===== config.mk =====
export PLATFORM = sky130hd
export DESIGN_NAME = elevator_request_scheduler
export DESIGN_NICKNAME = d
export VERILOG_FILES = /design/src/rtl/elevator_request_scheduler_pkg.sv /design/src/rtl/elevator_request_scheduler_floor_picker.sv /design/src/rtl/elevator_request_scheduler.sv
export SDC_FILE = /design/constraint.sdc
export NUM_CORES = 1
export LEC_CHECK = 0
export CAP_MARGIN = 5
export CELL_PAD_IN_SITES_DETAIL_PLACEMENT = 1
export CELL_PAD_IN_SITES_GLOBAL_PLACEMENT = 1
export CORE_ASPECT_RATIO = 1.2
export CORE_MARGIN = 2
export CORE_UTILIZATION = 44
export CTS_CLUSTER_DIAMETER = 40
export DETAILED_ROUTE_END_ITERATION = 12
export GPL_TIMING_DRIVEN = 0
export PLACE_DENSITY_LB_ADDON = 0.1
export SYNTH_ARGS = -nofsm -noshare
export SYNTH_HDL_FRONTEND = slang
export SYNTH_SLANG_ARGS = --single-unit

===== constraint.sdc =====
create_clock -name clk -period 5.1 [get_ports clk]
set_input_delay 1.02 -clock clk [delete_from_list [all_inputs] [get_ports clk]]
set_output_delay 1.02 -clock clk [all_outputs]
set_load 0.1 [all_outputs]

===== src/rtl/elevator_request_scheduler_pkg.sv =====
// Shared types and defaults for the elevator request scheduler.
package elevator_pkg;
   typedef enum logic [1:0] {IDLE, SELECT, MOVE, DOOR} state_t;

   localparam int NUM_FLOORS_DEF  = 8;
   localparam int FLOOR_W_DEF     = 3;
   localparam int DOOR_CYCLES_DEF = 16;

   localparam logic DIR_UP   = 1'b1;
   localparam logic DIR_DOWN = 1'b0;
endpackage


===== src/rtl/elevator_request_scheduler_floor_picker.sv =====
// Combinational LOOK helpers: nearest pending floor above/below the car and
// nearest pending floor strictly between the car and its current target.
module floor_picker import elevator_pkg::*; #(
   parameter int NUM_FLOORS = NUM_FLOORS_DEF,
   parameter int FLOOR_W    = FLOOR_W_DEF
)(
   input  logic [NUM_FLOORS-1:0] pending,
   input  logic [FLOOR_W-1:0]    current_floor,
   input  logic [FLOOR_W-1:0]    target_floor,
   input  logic                  dir_up,
   output logic [FLOOR_W-1:0]    above,
   output logic                  above_vld,
   output logic [FLOOR_W-1:0]    below,
   output logic                  below_vld,
   output logic [FLOOR_W-1:0]    ahead,
   output logic                  ahead_vld
);
   logic [31:0] cur, tgt;
   logic [NUM_FLOORS-1:0] above_m, below_m, ahead_m;

   assign cur = 32'(current_floor);
   assign tgt = 32'(target_floor);

   for (genvar f = 0; f < NUM_FLOORS; f++) begin : g_mask
      assign above_m[f] = pending[f] && (32'(f) > cur);
      assign below_m[f] = pending[f] && (32'(f) < cur);
      assign ahead_m[f] = pending[f] && (dir_up ? (32'(f) > cur && 32'(f) < tgt)
                                                : (32'(f) < cur && 32'(f) > tgt));
   end

   // Ascending scan: "keep first" gives the lowest hit, "keep last" the highest.
   always_comb begin
      above = '0; above_vld = 1'b0;
      below = '0; below_vld = 1'b0;
      ahead = '0; ahead_vld = 1'b0;
      for (int f = 0; f < NUM_FLOORS; f++) begin
         if (above_m[f] && !above_vld) begin
            above = FLOOR_W'(f); above_vld = 1'b1;
         end
         if (below_m[f]) begin
            below = FLOOR_W'(f); below_vld = 1'b1;
         end
         if (ahead_m[f] && (!dir_up || !ahead_vld)) begin
            ahead = FLOOR_W'(f); ahead_vld = 1'b1;
         end
      end
   end
endmodule


===== src/rtl/elevator_request_scheduler.sv =====
// LOOK-policy elevator scheduler: pending call bitmap, target selection with
// in-flight retargeting, and door dwell timer.
module elevator_request_scheduler import elevator_pkg::*; #(
   parameter int NUM_FLOORS  = NUM_FLOORS_DEF,
   parameter int FLOOR_W     = FLOOR_W_DEF,
   parameter int DOOR_CYCLES = DOOR_CYCLES_DEF
)(
   input  logic                  clk,
   input  logic                  rst,
   input  logic [NUM_FLOORS-1:0] call_req,
   input  logic [FLOOR_W-1:0]    current_floor,
   output logic [FLOOR_W-1:0]    target_floor,
   output logic                  target_valid,
   output logic                  dir_up,
   output logic                  door_open,
   output logic [NUM_FLOORS-1:0] pending,
   output logic                  busy
);
   localparam int TW = (DOOR_CYCLES > 1) ? $clog2(DOOR_CYCLES) : 1;

   state_t                state, state_nxt;
   logic [TW-1:0]         timer, timer_nxt;
   logic [FLOOR_W-1:0]    tgt_nxt, above, below, ahead;
   logic                  tv_nxt, dir_nxt, door_nxt, clr;
   logic                  above_vld, below_vld, ahead_vld;
   logic                  cur_ok, cur_hit;
   logic [NUM_FLOORS-1:0] cur_oh;

   // Out-of-range floors never match and never clear a bit.
   assign cur_ok  = 32'(current_floor) < NUM_FLOORS;
   assign cur_oh  = cur_ok ? (NUM_FLOORS'(1) << current_floor) : '0;
   assign cur_hit = |(pending & cur_oh);

   floor_picker #(.NUM_FLOORS(NUM_FLOORS), .FLOOR_W(FLOOR_W)) u_pick (
      .pending(pending), .current_floor(current_floor), .target_floor(target_floor),
      .dir_up(dir_up), .above(above), .above_vld(above_vld), .below(below),
      .below_vld(below_vld), .ahead(ahead), .ahead_vld(ahead_vld)
   );

   always_comb begin
      state_nxt = state;
      tgt_nxt   = target_floor;
      tv_nxt    = target_valid;
      dir_nxt   = dir_up;
      door_nxt  = door_open;
      timer_nxt = timer;
      clr       = 1'b0;
      case (state)
         IDLE: begin
            if (cur_hit) begin
               state_nxt = DOOR; door_nxt = 1'b1;
               timer_nxt = TW'(DOOR_CYCLES - 1); clr = 1'b1;
            end else if (|pending) begin
               state_nxt = SELECT;
            end
         end
         SELECT: begin
            state_nxt = IDLE;
            if (dir_up == DIR_UP) begin
               if (above_vld) tgt_nxt = above;
               else if (below_vld) begin tgt_nxt = below; dir_nxt = DIR_DOWN; end
            end else begin
               if (below_vld) tgt_nxt = below;
               else if (above_vld) begin tgt_nxt = above; dir_nxt = DIR_UP; end
            end
            if (above_vld || below_vld) begin
               tv_nxt = 1'b1; state_nxt = MOVE;
            end
         end
         MOVE: begin
            if (current_floor == target_floor) begin
               state_nxt = DOOR; tv_nxt = 1'b0; door_nxt = 1'b1;
               timer_nxt = TW'(DOOR_CYCLES - 1); clr = 1'b1;
            end else if (ahead_vld) begin
               tgt_nxt = ahead;
            end
         end
         DOOR: begin
            clr = 1'b1;
            if (timer == '0) begin
               state_nxt = IDLE; door_nxt = 1'b0;
            end else begin
               timer_nxt = timer - 1'b1;
            end
         end
         default: state_nxt = IDLE;
      endcase
   end

   always_ff @(posedge clk or posedge rst) begin
      if (rst) begin
         state        <= IDLE;
         pending      <= '0;
         target_floor <= '0;
         target_valid <= 1'b0;
         dir_up       <= DIR_UP;
         door_open    <= 1'b0;
         timer        <= '0;
         busy         <= 1'b0;
      end else begin
         state        <= state_nxt;
         pending      <= (pending | call_req) & ~(clr ? cur_oh : '0);
         target_floor <= tgt_nxt;
         target_valid <= tv_nxt;
         dir_up       <= dir_nxt;
         door_open    <= door_nxt;
         timer        <= timer_nxt;
         busy         <= (state_nxt != IDLE);
      end
   end
endmodule

# Word level (Yosys, flattened, before mapping)
# Cells that the tools add are included.
# Widths: inputs -> output; s select.
# classes
mux	87
magnitude_cmp	32
addsub	1
shifts	1
reduce_logical	88
n_bitwise	4
n_eq_ne	12
# op_table
cell	count
$mux 3	19
$logic_and 1x1->1	54
$mux 1	47
$gt 3x3->1 const A	8
$lt 3x3->1 const A	8
$mux 2	11
$and 8x8->8	2
$reduce_or 8->1	2
$logic_not 1->1	15
$ne 2x2->1 const B	7
$gt 1x3->1 const A	4
$gt 2x3->1 const A	4
$lt 1x3->1 const A	4
$lt 2x3->1 const A	4
$mux 4	3
$pmux 4 s3	1
$reduce_and 4->1	3
$logic_or 1x1->1	8
$mux 8	1
$not 8->8	1
$or 8x8->8	1
$pmux 2 s4	1
$shl 1x3->8 const A	1
$pmux 1 s3	2
other kinds (12)	14
# totals
regBits	21
wordCells	233
input_bits	13

# Longest topological paths before layout
# Gate-level depths: netlist of run 1.
# depth
depth_word	36
mapped_depth	9

# Hierarchy
# A second synthesis of run 1 with hierarchy kept.
# hier_totals
hier_cells	238
area_unflattened_um2	1889.3
# by_module_without_submodules
module	instances	area_each_um2	cells_each
elevator_request_scheduler	1	1321.3	142
floor_picker	1	568.0	96

# Worst setup path before layout of run 1
# No wires, ideal clock.
# synth_timing
path_type	reg-to-reg
startpoint	reg target_floor[1]
endpoint	reg target_floor[0]
required_time_ns	4.974
slack_ns	2.198
stages_incl_launch_ff	8
path_buffers	1
t_arrival_ns	2.776
period_less_slack_ns	2.902
cell_sequence	dfrtp_1 buf_4 nand2_1 a32o_1 or3_4 o311ai_4 o21ai_4 mux2_4
# synth_between
elab_chain_cells	36
elab_cells_between_ends	91
classes_between	order compare: 16; eq/ne: 3; mux: 26; reduce/logical: 46
# synth_rtl
item	line_no	rtl
start, declared	elevator_request_scheduler.sv:12	output logic [FLOOR_W-1:0] target_floor,
start signal, assigned	elevator_request_scheduler.sv:103	target_floor <= tgt_nxt;
$gt 1x3->1 or $lt 1x3->1 (tied branches)	elevator_request_scheduler_floor_picker.sv:28, elevator_request_scheduler_floor_picker.sv:27	
$logic_and 1x1->1 (on tied branches)	elevator_request_scheduler_floor_picker.sv:28, elevator_request_scheduler_floor_picker.sv:27	
$mux 1	elevator_request_scheduler_floor_picker.sv:27	assign ahead_m[f] = pending[f] && (dir_up ? (32'(f) > cur && 32'(f) < tgt)
$logic_and 1x1->1	elevator_request_scheduler_floor_picker.sv:27	
$mux 1	elevator_request_scheduler_floor_picker.sv:43	if (ahead_m[f] && (!dir_up || !ahead_vld)) begin
$logic_not 1->1	elevator_request_scheduler_floor_picker.sv:43	
$logic_or 1x1->1	elevator_request_scheduler_floor_picker.sv:43	
$logic_and 1x1->1	elevator_request_scheduler_floor_picker.sv:43	
[... 20 more ...]	--	
$mux 1	elevator_request_scheduler_floor_picker.sv:43	
$logic_not 1->1	elevator_request_scheduler_floor_picker.sv:43	
$logic_or 1x1->1	elevator_request_scheduler_floor_picker.sv:43	
$logic_and 1x1->1	elevator_request_scheduler_floor_picker.sv:43	
$mux 3	elevator_request_scheduler_floor_picker.sv:43	
$mux 3	elevator_request_scheduler.sv:74	end else if (ahead_vld) begin
$mux 3	elevator_request_scheduler.sv:71	if (current_floor == target_floor) begin
$pmux 3 s2	elevator_request_scheduler.sv:48	case (state)
# Several ways; a longest one is shown, not always the timed one. The select of a mux whose other input is x is not followed.
# A chain may end at the register's enable or synchronous reset.

# Worst setup path after layout of run 1
# layout_timing
startpoint	in current_floor[1]
endpoint	reg target_floor[0]
# layout_between
elab_chain_cells	36
elab_cells_between_ends	157
classes_between	order compare: 16; eq/ne: 4; mux: 61; reduce/logical: 76
# layout_rtl
item	line_no	rtl
start, declared	elevator_request_scheduler.sv:11	input logic [FLOOR_W-1:0] current_floor,
$lt 1x3->1 or $gt 1x3->1 (tied branches)	--	
$logic_and 1x1->1 (on tied branches)	elevator_request_scheduler_floor_picker.sv:28, elevator_request_scheduler_floor_picker.sv:27	
$mux 1	elevator_request_scheduler_floor_picker.sv:27	
$logic_and 1x1->1	elevator_request_scheduler_floor_picker.sv:27	
$mux 1	elevator_request_scheduler_floor_picker.sv:43	
$logic_not 1->1	elevator_request_scheduler_floor_picker.sv:43	
$logic_or 1x1->1	elevator_request_scheduler_floor_picker.sv:43	
$logic_and 1x1->1	elevator_request_scheduler_floor_picker.sv:43	
[... 20 more ...]	--	
$mux 1	elevator_request_scheduler_floor_picker.sv:43	
$logic_not 1->1	elevator_request_scheduler_floor_picker.sv:43	
$logic_or 1x1->1	elevator_request_scheduler_floor_picker.sv:43	
$logic_and 1x1->1	elevator_request_scheduler_floor_picker.sv:43	
$mux 3	elevator_request_scheduler_floor_picker.sv:43	
$mux 3	elevator_request_scheduler.sv:74	
$mux 3	elevator_request_scheduler.sv:71	
$pmux 3 s2	elevator_request_scheduler.sv:48	
# Several ways; a longest one is shown, not always the timed one. The select of a mux whose other input is x is not followed.

==> tab_implementation.tex, run 1 <==
\begin{tabular}{lr}
\hline
Metric & Value \\
\hline
\multicolumn{2}{l}{\textbf{Outcome}} \\
Status & completed \\
\multicolumn{2}{l}{\textbf{Drt}} \\
Routed wire length per instance & 18.9 µm \\
Total DRC errors in the routed layout & 0 \\
Drt first-iter violations & 127 \\
Via density & 6.21 \\
Iteration count of the initial detailed-routing pass & 4 \\
Detail Route Antenna Nets & 0 \\
Final Routed Wirelength & 6240 µm \\
Number of vias after detailed routing & 2049 \\
\multicolumn{2}{l}{\textbf{Cells and area}} \\
Filler cell count & 537 \\
Total area of multi-input combinational cells & 1290 µm² \\
Area taken by flip-flops and latches & 527 µm² \\
Share of post-route cells with drive strength above 1 & 12.8\% \\
Number of diodes added for antenna fixing & 0 \\
Area growth from synthesis to layout & 19.3\% \\
Post-layout nets & 294 \\
Post-route cell area & 2340 µm² \\
\multicolumn{2}{l}{\textbf{Critical path}} \\
Critical setup path kind & input pin to register \\
Max incr delay on CP & 0.49 ns \\
Crit path cell chain & clkdlybuf4s50\_1 -> buf\_4 -> o21ai\_0 -> nor4\_1 -> a2111oi\_2 -> a41oi\_2 -> o311ai\_4 -> o21ai\_4 -> mux2\_4 \\
Required arrival time at the worst endpoint & 5.26 ns \\
Master of the slowest instance on the critical path & clkdlybuf4s50\_1 \\
Launching element type of the critical path & input pin \\
Kind of capture point of the worst setup path & register \\
Arrival @ worst endpoint & 3.49 ns \\
Worst-path maximum fanout & 10 \\
\multicolumn{2}{l}{\textbf{Logic synthesis}} \\
Total number of yosys warnings & 0 \\
Syn\_nets & 263 \\
Post-synthesis sequential area ratio & 26.8\% \\
Post-Syn Area per Cell & 8.05 µm² \\
Synth async-reset ratio & 100\% \\
Number of enable-type register cells in the synthesized netlist & 0 \\
Synthesis-stage register bit count & 21 \\
Most used flip-flop cell after synthesis & dfrtp\_1 \\
Number of distinct library cell variants in the gate-level netlist after synthesis & 69 \\
Post-Synthesis Cells & 244 \\
Total standard cell area after synthesis & 1960 µm² \\
\multicolumn{2}{l}{\textbf{Placement}} \\
Port bufs & 26 \\
Area of placed instances & 2290 µm² \\
Worst slack at placement & 1.48 ns \\
Global placer's final weighted congestion & 0.925 \\
Final HPWL from detailed placement & 4750 µm \\
\multicolumn{2}{l}{\textbf{Power and ir drop}} \\
Share of power burned in combinational logic & 70.9\% \\
Power density cells & 595 nW/µm² \\
Part of the power in the clock network & 8.4\% \\
Fraction of power consumed by sequential logic & 20.6\% \\
Max VDD drop & 256 µV \\
Leakage & 0.897 nW \\
Proportion of total power due to net switching & 55.8\% \\
Cell Int Power & 0.000616 W \\
Tot Pwr & 0.00139 W \\
Switch Pwr & 0.000777 W \\
\multicolumn{2}{l}{\textbf{Timing}} \\
Setup WS post-layout & 1.77 ns \\
Final slew viol count & 0 \\
Remaining max-slew budget at the tightest pin & 34.7\% \\
Time the final worst path needs with I/O delays and setup & 3.33 ns \\
Count of final hold-check violations & 0 \\
Setup-violating endpoint count in the final report & 0 \\
Timing-limited maximum frequency & 300 MHz \\
Period utilisation layout & 65.3\% \\
Final-layout worst hold slack & 0.491 ns \\
Clock Skews & 0.00673 ns \\
RSZ-0062 raised after global routing & false \\
Fin Setup TNS & 0 ns \\
Slew at the pin with the worst max-slew slack & 0.976 ns \\
\multicolumn{2}{l}{\textbf{Clocking}} \\
Number of levels in the clock H-tree & 1 \\
Worst skew pair latency & 0.27 ns \\
Number of sinks driven by the clock tree & 21 \\
Number of cells upsized or downsized after cts & 0 \\
Master cell of the clock root buffer & clkbuf\_8 \\
TritonCTS clock tree & built \\
Count of buffers added by post-CTS timing repair for setup & 0 \\
Clock-pin slew on the worst setup and hold paths & 0.09 ns \\
Number of hold buffers added after CTS & 0 \\
Clock Tree Buf Depth & 2 \\
Number of buffers created by CTS & 3 \\
\multicolumn{2}{l}{\textbf{GRT}} \\
Congestion Overflow GR & 0 \\
Via count of the first global-routing pass & 2141 \\
Pin count of the biggest net entering global routing & 22 \\
Number of antenna violations at the first check in global routing & 0 \\
Global-route wire length before repair & 10700 µm \\
Global router's overall resource usage & 27.1\% \\
\multicolumn{2}{l}{\textbf{Die}} \\
Die extent in x & 65.0 µm \\
Floorplan core area & 4260 µm² \\
Initial core utilization & 46.1\% \\
Rows & 26 \\
Boundary pin count & 28 \\
Die Footprint & 5010 µm² \\
Die Y-Extent & 77.2 µm \\
\multicolumn{2}{l}{\textbf{Worst hold path}} \\
Class of the worst hold path & register to register \\
\multicolumn{2}{l}{\textbf{Job}} \\
Max-capacitance violation count & 0 \\
\hline
\end{tabular}
metrics by stage:
step | util (%) | std cells
after global routing | 55.0 | 330
final | 55.0 | 330
after CTS | 55.0 | 330
after floorplan | - | 244
after detailed placement | 53.8 | 326
after global placement | 53.8 | 326
state kept, by name, indices dropped and copies added (netlist names):
| name | cells |
|---|---|
| target_floor | 3 |
| busy | 1 |
| pending | 8 |
| timer | 4 |
| dir_up | 1 |
| target_valid | 1 |
| door_open | 1 |
| state | 2 |
final cells by class:
| cell class | instances | share of cell area, % |
|---|---|---|
| clock buffer | 3 | 1.76 |
| buffer | 18 | 4.33 |
| inverter | 13 | 2.08 |
| multi-input combinational | 192 | 54.9 |
| sequential | 21 | 22.5 |
| clock inverter | 1 | 0.321 |
| tap | 56 | 2.99 |
| timing repair buffer | 26 | 11.1 |
power groups by stage:
| stage | Combinational, W | Clock (W) | Sequential [W] |
|---|---|---|---|
| 2_1_floorplan | 0.000529 | 0 | 0.000514 |
| 3_3_place_gp | 0.000963 | 0 | 0.000287 |
| 3_5_place_dp | 0.000983 | 0 | 0.000291 |
| 4_1_cts | 0.000989 | 0.000118 | 0.000287 |
| 5_1_grt | 0.00107 | 0.000126 | 0.000294 |
| 6_report | 0.000988 | 0.000118 | 0.000287 |
Yosys cell counts (3+ instances only):
master	instances	share of area, %
dfrtp_1	20	25
xnor2_1	3	1.3
nand2_1	22	4.2
nor2_1	17	3.3
nand2b_1	8	2.5
o21ai_0	18	4.6
buf_2	6	1.5
a31oi_1	7	2.2
a211oi_1	3	1.1
nand4_1	6	1.9
o21a_1	3	1.1
buf_4	3	1.1
o22ai_1	4	1.3
o21ai_1	7	1.8
clkbuf_1	5	0.96
inv_1	12	2.3
nor2b_1	5	1.6
mux2i_1	3	1.5
nor3_1	3	0.76
ha_1	6	3.8
nand3_1	11	2.8
a21oi_1	14	3.6
worst max-delay path, delay by kind of cell:
| kind | cells | cell delay (ns) |
|---|---|---|
| AO/OA/AOI/OAI | 5 | 1.02 |
| buffers and inverters | 2 | 0.68 |
| AND/OR/NAND/NOR | 1 | 0.44 |
| multiplexers | 1 | 0.32 |
cell usage in the layout, fill, tap and decap left out, drive strengths merged, types with 6 or more instances in the layout:
master / instances
o21ai: 26
a31oi: 8
ha: 6
inv: 13
nor2: 17
nand3: 11
nand2: 22
clkdlybuf4s50: 26
clkbuf: 8
dfrtp: 20
nand2b: 8
nand4: 6
a21oi: 15
buf: 13
path summary, 6_finish.rpt:
path / start / end / slack, ns / cells past startpoint
worst max-delay path: current_floor[1] / target_floor[0]$_DFFE_PP0P_ / 1.77 / 9
worst min-delay path: timer[0]$_DFFE_PP0P_ / timer[0]$_DFFE_PP0P_ / 0.49 / 1
worst max register to register: pending[1]$_DFF_PP0_ / target_floor[0]$_DFFE_PP0P_ / 2.56 / 7
worst min register to register: timer[0]$_DFFE_PP0P_ / timer[0]$_DFFE_PP0P_ / 0.49 / 1
max in group asynchronous: rst / target_floor[0]$_DFFE_PP0P_ / 3.40 / 2
min in group asynchronous: rst / pending[0]$_DFF_PP0_ / 1.20 / 2
kinds of logic (layout without fill, tap and decap cells):
group	count (synthesis)	count (layout)	synth area share (%)
adder cells (fa/ha/maj)	6	6	3.82
multiplexers	6	6	4.21
flip-flops	21	21	26.8
buffers and inverters	31	61	7.65
AO/OA/AOI/OAI	87	87	31.9
XOR/XNOR	3	3	1.34
AND/OR/NAND/NOR	90	90	24.2
per-layer routing:
| metal | routed length, µm | global-route usage (%) |
|---|---|---|
| met3 | 309 | 3.37 |
| met5 | 0 | 0 |
| met4 | 124 | 9.15 |
| met1 | 2680 | 35.1 |
| met2 | 3120 | 46.0 |
Power figures use the tool's default switching activity.
==> inputs of run 2 (changes only) <==
Settings changed: CORE_UTILIZATION 44 to 41.
Clock period 5.1 ns to 3.1 ns, I/O delays scaled along.
==> run 2 against run 1 <==
Hold slack worse by 0.0052 ns. Highest routed layer unchanged. Register-to-register slack worse by 2.0 ns. Design area about the same. Clock-buffer cell count up 1. Critical path depth unchanged.
==> tab_implementation.tex, run 2 (synthesis results as in run 1) <==
\begin{tabular}{lr}
\hline
Metric & Value \\
\hline
\multicolumn{2}{l}{\textbf{Outcome}} \\
Status & completed \\
\multicolumn{2}{l}{\textbf{Timing}} \\
Period utilisation layout & 94.6\% \\
Clock Skews & 0.00180 ns (-0.00493 ns) \\
RSZ-0062 raised after global routing & false \\
Final slew viol count & 0 (unchanged) \\
Timing-limited maximum frequency & 341 MHz \\
Time the final worst path needs with I/O delays and setup & 2.93 ns \\
Setup-violating endpoint count in the final report & 0 (unchanged) \\
Remaining max-slew budget at the tightest pin & 35.6\% (+0.90 points) \\
Slew at the pin with the worst max-slew slack & 0.963 ns (-0.0134 ns) \\
Count of final hold-check violations & 0 (unchanged) \\
\multicolumn{2}{l}{\textbf{Die}} \\
Rows & 27 (+3.8\%) \\
Die Y-Extent & 79.8 µm (+3.4\%) \\
Die Footprint & 5360 µm² (+6.9\%) \\
Boundary pin count & 28 (unchanged) \\
Floorplan core area & 4590 µm² (+7.8\%) \\
Initial core utilization & 42.7\% (-3.3 points) \\
Die extent in x & 67.2 µm (+3.4\%) \\
\multicolumn{2}{l}{\textbf{GRT}} \\
Pin count of the biggest net entering global routing & 22 (unchanged) \\
Number of antenna violations at the first check in global routing & 0 (unchanged) \\
Congestion Overflow GR & 0 (unchanged) \\
Global-route wire length before repair & 10000 µm (-6.0\%) \\
Via count of the first global-routing pass & 2052 (-4.2\%) \\
Global router's overall resource usage & 24.3\% (-2.9 points) \\
\multicolumn{2}{l}{\textbf{Power and ir drop}} \\
Leakage & 0.898 nW (+0.12\%) \\
Switch Pwr & 0.00125 W (+60\%) \\
Cell Int Power & 0.00101 W (+65\%) \\
Part of the power in the clock network & 8.0\% (-0.4 points) \\
Power density cells & 966 nW/µm² (+62\%) \\
Max VDD drop & 435 µV (+70\%) \\
Proportion of total power due to net switching & 55.1\% (-0.68 points) \\
Share of power burned in combinational logic & 71.2\% (+0.3 points) \\
Fraction of power consumed by sequential logic & 20.9\% (+0.3 points) \\
\multicolumn{2}{l}{\textbf{Placement}} \\
Number of placed instances, taps included & 328 (+0.61\%) \\
Final HPWL from detailed placement & 4690 µm (-1.2\%) \\
Global placer's final weighted congestion & 0.839 (-9.3\%) \\
Area of placed instances & 2300 µm² (+0.11\%) \\
Port bufs & 26 (unchanged) \\
\multicolumn{2}{l}{\textbf{Worst hold path}} \\
Class of the worst hold path & register to register \\
Worst hold stages & 1 (unchanged) \\
\multicolumn{2}{l}{\textbf{Cells and area}} \\
Top Registers & pending x8, timer x4, target\_floor x3 \\
Max FFs per register & 8 (unchanged) \\
Top library cells by usage in the layout, fill and taps aside & clkdlybuf4s50\_1 (26), nand2\_1 (22), dfrtp\_1 (20), o21ai\_0 (18), nor2\_1 (17) \\
Biggest register & pending \\
Post-route cell area & 2340 µm² (about the same) \\
Number of diodes added for antenna fixing & 0 (unchanged) \\
Final std cells w/o fill & 332 (+0.61\%) \\
Leading cell type in the layout, fill and taps excluded & clkdlybuf4s50\_1 \\
Area growth from synthesis to layout & 19.2\% (about the same) \\
Post-layout nets & 294 (unchanged) \\
Share of post-route cells with drive strength above 1 & 12.4\% (-0.36 points) \\
\multicolumn{2}{l}{\textbf{Critical path}} \\
Crit path cell chain & clkdlybuf4s50\_1 -> buf\_4 -> o21ai\_0 -> nor4\_1 -> a2111oi\_2 -> a41oi\_2 -> o311ai\_4 -> o21ai\_4 -> mux2\_4 \\
Max incr delay on CP & 0.48 ns (about the same) \\
Number of cell instances on the worst register-to-register path & 7 (unchanged) \\
Critical path destination & target\_floor[0]\$\_DFFE\_PP0P\_ \\
Worst flop-to-flop path endpoint & target\_floor[0]\$\_DFFE\_PP0P\_ \\
Critical setup path kind & input pin to register \\
Master of the slowest instance on the critical path & clkdlybuf4s50\_1 \\
Launching element type of the critical path & input pin \\
Arrival @ worst endpoint & 3.09 ns (-0.40 ns) \\
Reg-to-Reg Start & pending[1]\$\_DFF\_PP0\_ \\
Crit path launch & current\_floor[1] \\
Kind of capture point of the worst setup path & register \\
Required arrival time at the worst endpoint & 3.25 ns (-2.01 ns) \\
R2R Setup Slk & 0.58 ns (-1.98 ns) \\
Worst-path maximum fanout & 10 (unchanged) \\
\multicolumn{2}{l}{\textbf{Clocking}} \\
Count of buffers added by post-CTS timing repair for setup & 0 (unchanged) \\
Clock Tree Buf Depth & 2 (unchanged) \\
Number of hold buffers added after CTS & 0 (unchanged) \\
Number of sinks driven by the clock tree & 21 (unchanged) \\
Worst skew pair latency & 0.26 ns (about the same) \\
Number of buffers created by CTS & 3 (unchanged) \\
Number of levels in the clock H-tree & 1 (unchanged) \\
Master cell of the clock root buffer & clkbuf\_8 \\
Number of cells upsized or downsized after cts & 0 (unchanged) \\
Clock-pin slew on the worst setup and hold paths & 0.07 ns (-0.02 ns) \\
TritonCTS clock tree & built \\
\multicolumn{2}{l}{\textbf{Drt}} \\
Detail Route Antenna Nets & 0 (unchanged) \\
Routed wire length per instance & 18.4 µm (-2.6\%) \\
Number of vias after detailed routing & 2011 (-1.9\%) \\
Via density & 6.06 (-2.4\%) \\
Iteration count of the initial detailed-routing pass & 4 (unchanged) \\
Total DRC errors in the routed layout & 0 (unchanged) \\
Final Routed Wirelength & 6110 µm (-2.0\%) \\
Drt first-iter violations & 122 (-3.9\%) \\
\multicolumn{2}{l}{\textbf{Job}} \\
Max-capacitance violation count & 0 (unchanged) \\
\hline
\end{tabular}
==> run 2: cell count changes in the layout (fill, tap and decap cells not counted) <==
cell        previous run  this run
clkinvlp_4             1         0
clkbuf_1               5         6
==> run 2: worst min path at each step <==
stage,endpoint,start,slack (ns)
2_1_floorplan,timer[0]$_DFFE_PP0P_,timer[0]$_DFFE_PP0P_,0.45
3_3_place_gp,timer[0]$_DFFE_PP0P_,timer[0]$_DFFE_PP0P_,0.47
3_5_place_dp,timer[0]$_DFFE_PP0P_,timer[0]$_DFFE_PP0P_,0.48
4_1_cts,timer[0]$_DFFE_PP0P_,timer[0]$_DFFE_PP0P_,0.49
5_1_grt,timer[0]$_DFFE_PP0P_,timer[0]$_DFFE_PP0P_,0.51
6_report,timer[0]$_DFFE_PP0P_,timer[0]$_DFFE_PP0P_,0.49
==> run 2: area by class of cell <==
class	count	area (µm²)
plain buffers	18	101
clock buffers	4	45.0
fillers	601	2250
inverters	13	48.8
multi-input cells	192	1290
flip-flops and latches	21	527
well taps	58	72.6
repair buffers	26	260
==> run 2: per-layer routing <==
layer | track usage [%] | vias to the layer above | share of wire (%)
met5 | 0 | - | 0
met4 | 6.73 | 0 | 2.4
met3 | 4.09 | 14 | 3.5
met2 | 42.0 | 45 | 49
met1 | 30.4 | 991 | 45
li1 | - | 961 | -
==> run 2: per-stage QoR <==
stage | util [%] | power, W | hold slack, ns | TNS [ns] | setup WS [ns]
3_3_place_gp | 50.0 | 0.00206 | 0.470 | -0.196 | -0.0983
4_1_cts | 51.0 | 0.00228 | 0.492 | 0 | 0.186
3_5_place_dp | 50.0 | 0.00209 | 0.482 | -0.165 | -0.0832
5_1_grt | 51.0 | 0.00241 | 0.507 | 0 | 0.0232
6_report | 51.0 | 0.00226 | 0.485 | 0 | 0.166
2_1_floorplan | - | 0.00172 | 0.449 | 0 | 0.198
==> run 2: critical path, delay by kind of cell <==
kind	cells	cell delay, ns
multiplexers	1	0.31
AND/OR/NAND/NOR	1	0.45
buffers and inverters	2	0.66
AO/OA/AOI/OAI	5	1.03
==> run 2: power by group through the flow <==
stage / combinational (W) / sequential, W / clock (W)
after floorplan: 0.000871 / 0.000845 / 0
after global placement: 0.00158 / 0.000473 / 0
after detailed placement: 0.00161 / 0.000480 / 0
after CTS: 0.00162 / 0.000474 / 0.000183
after global routing: 0.00173 / 0.000488 / 0.000194
final: 0.00161 / 0.000472 / 0.000180
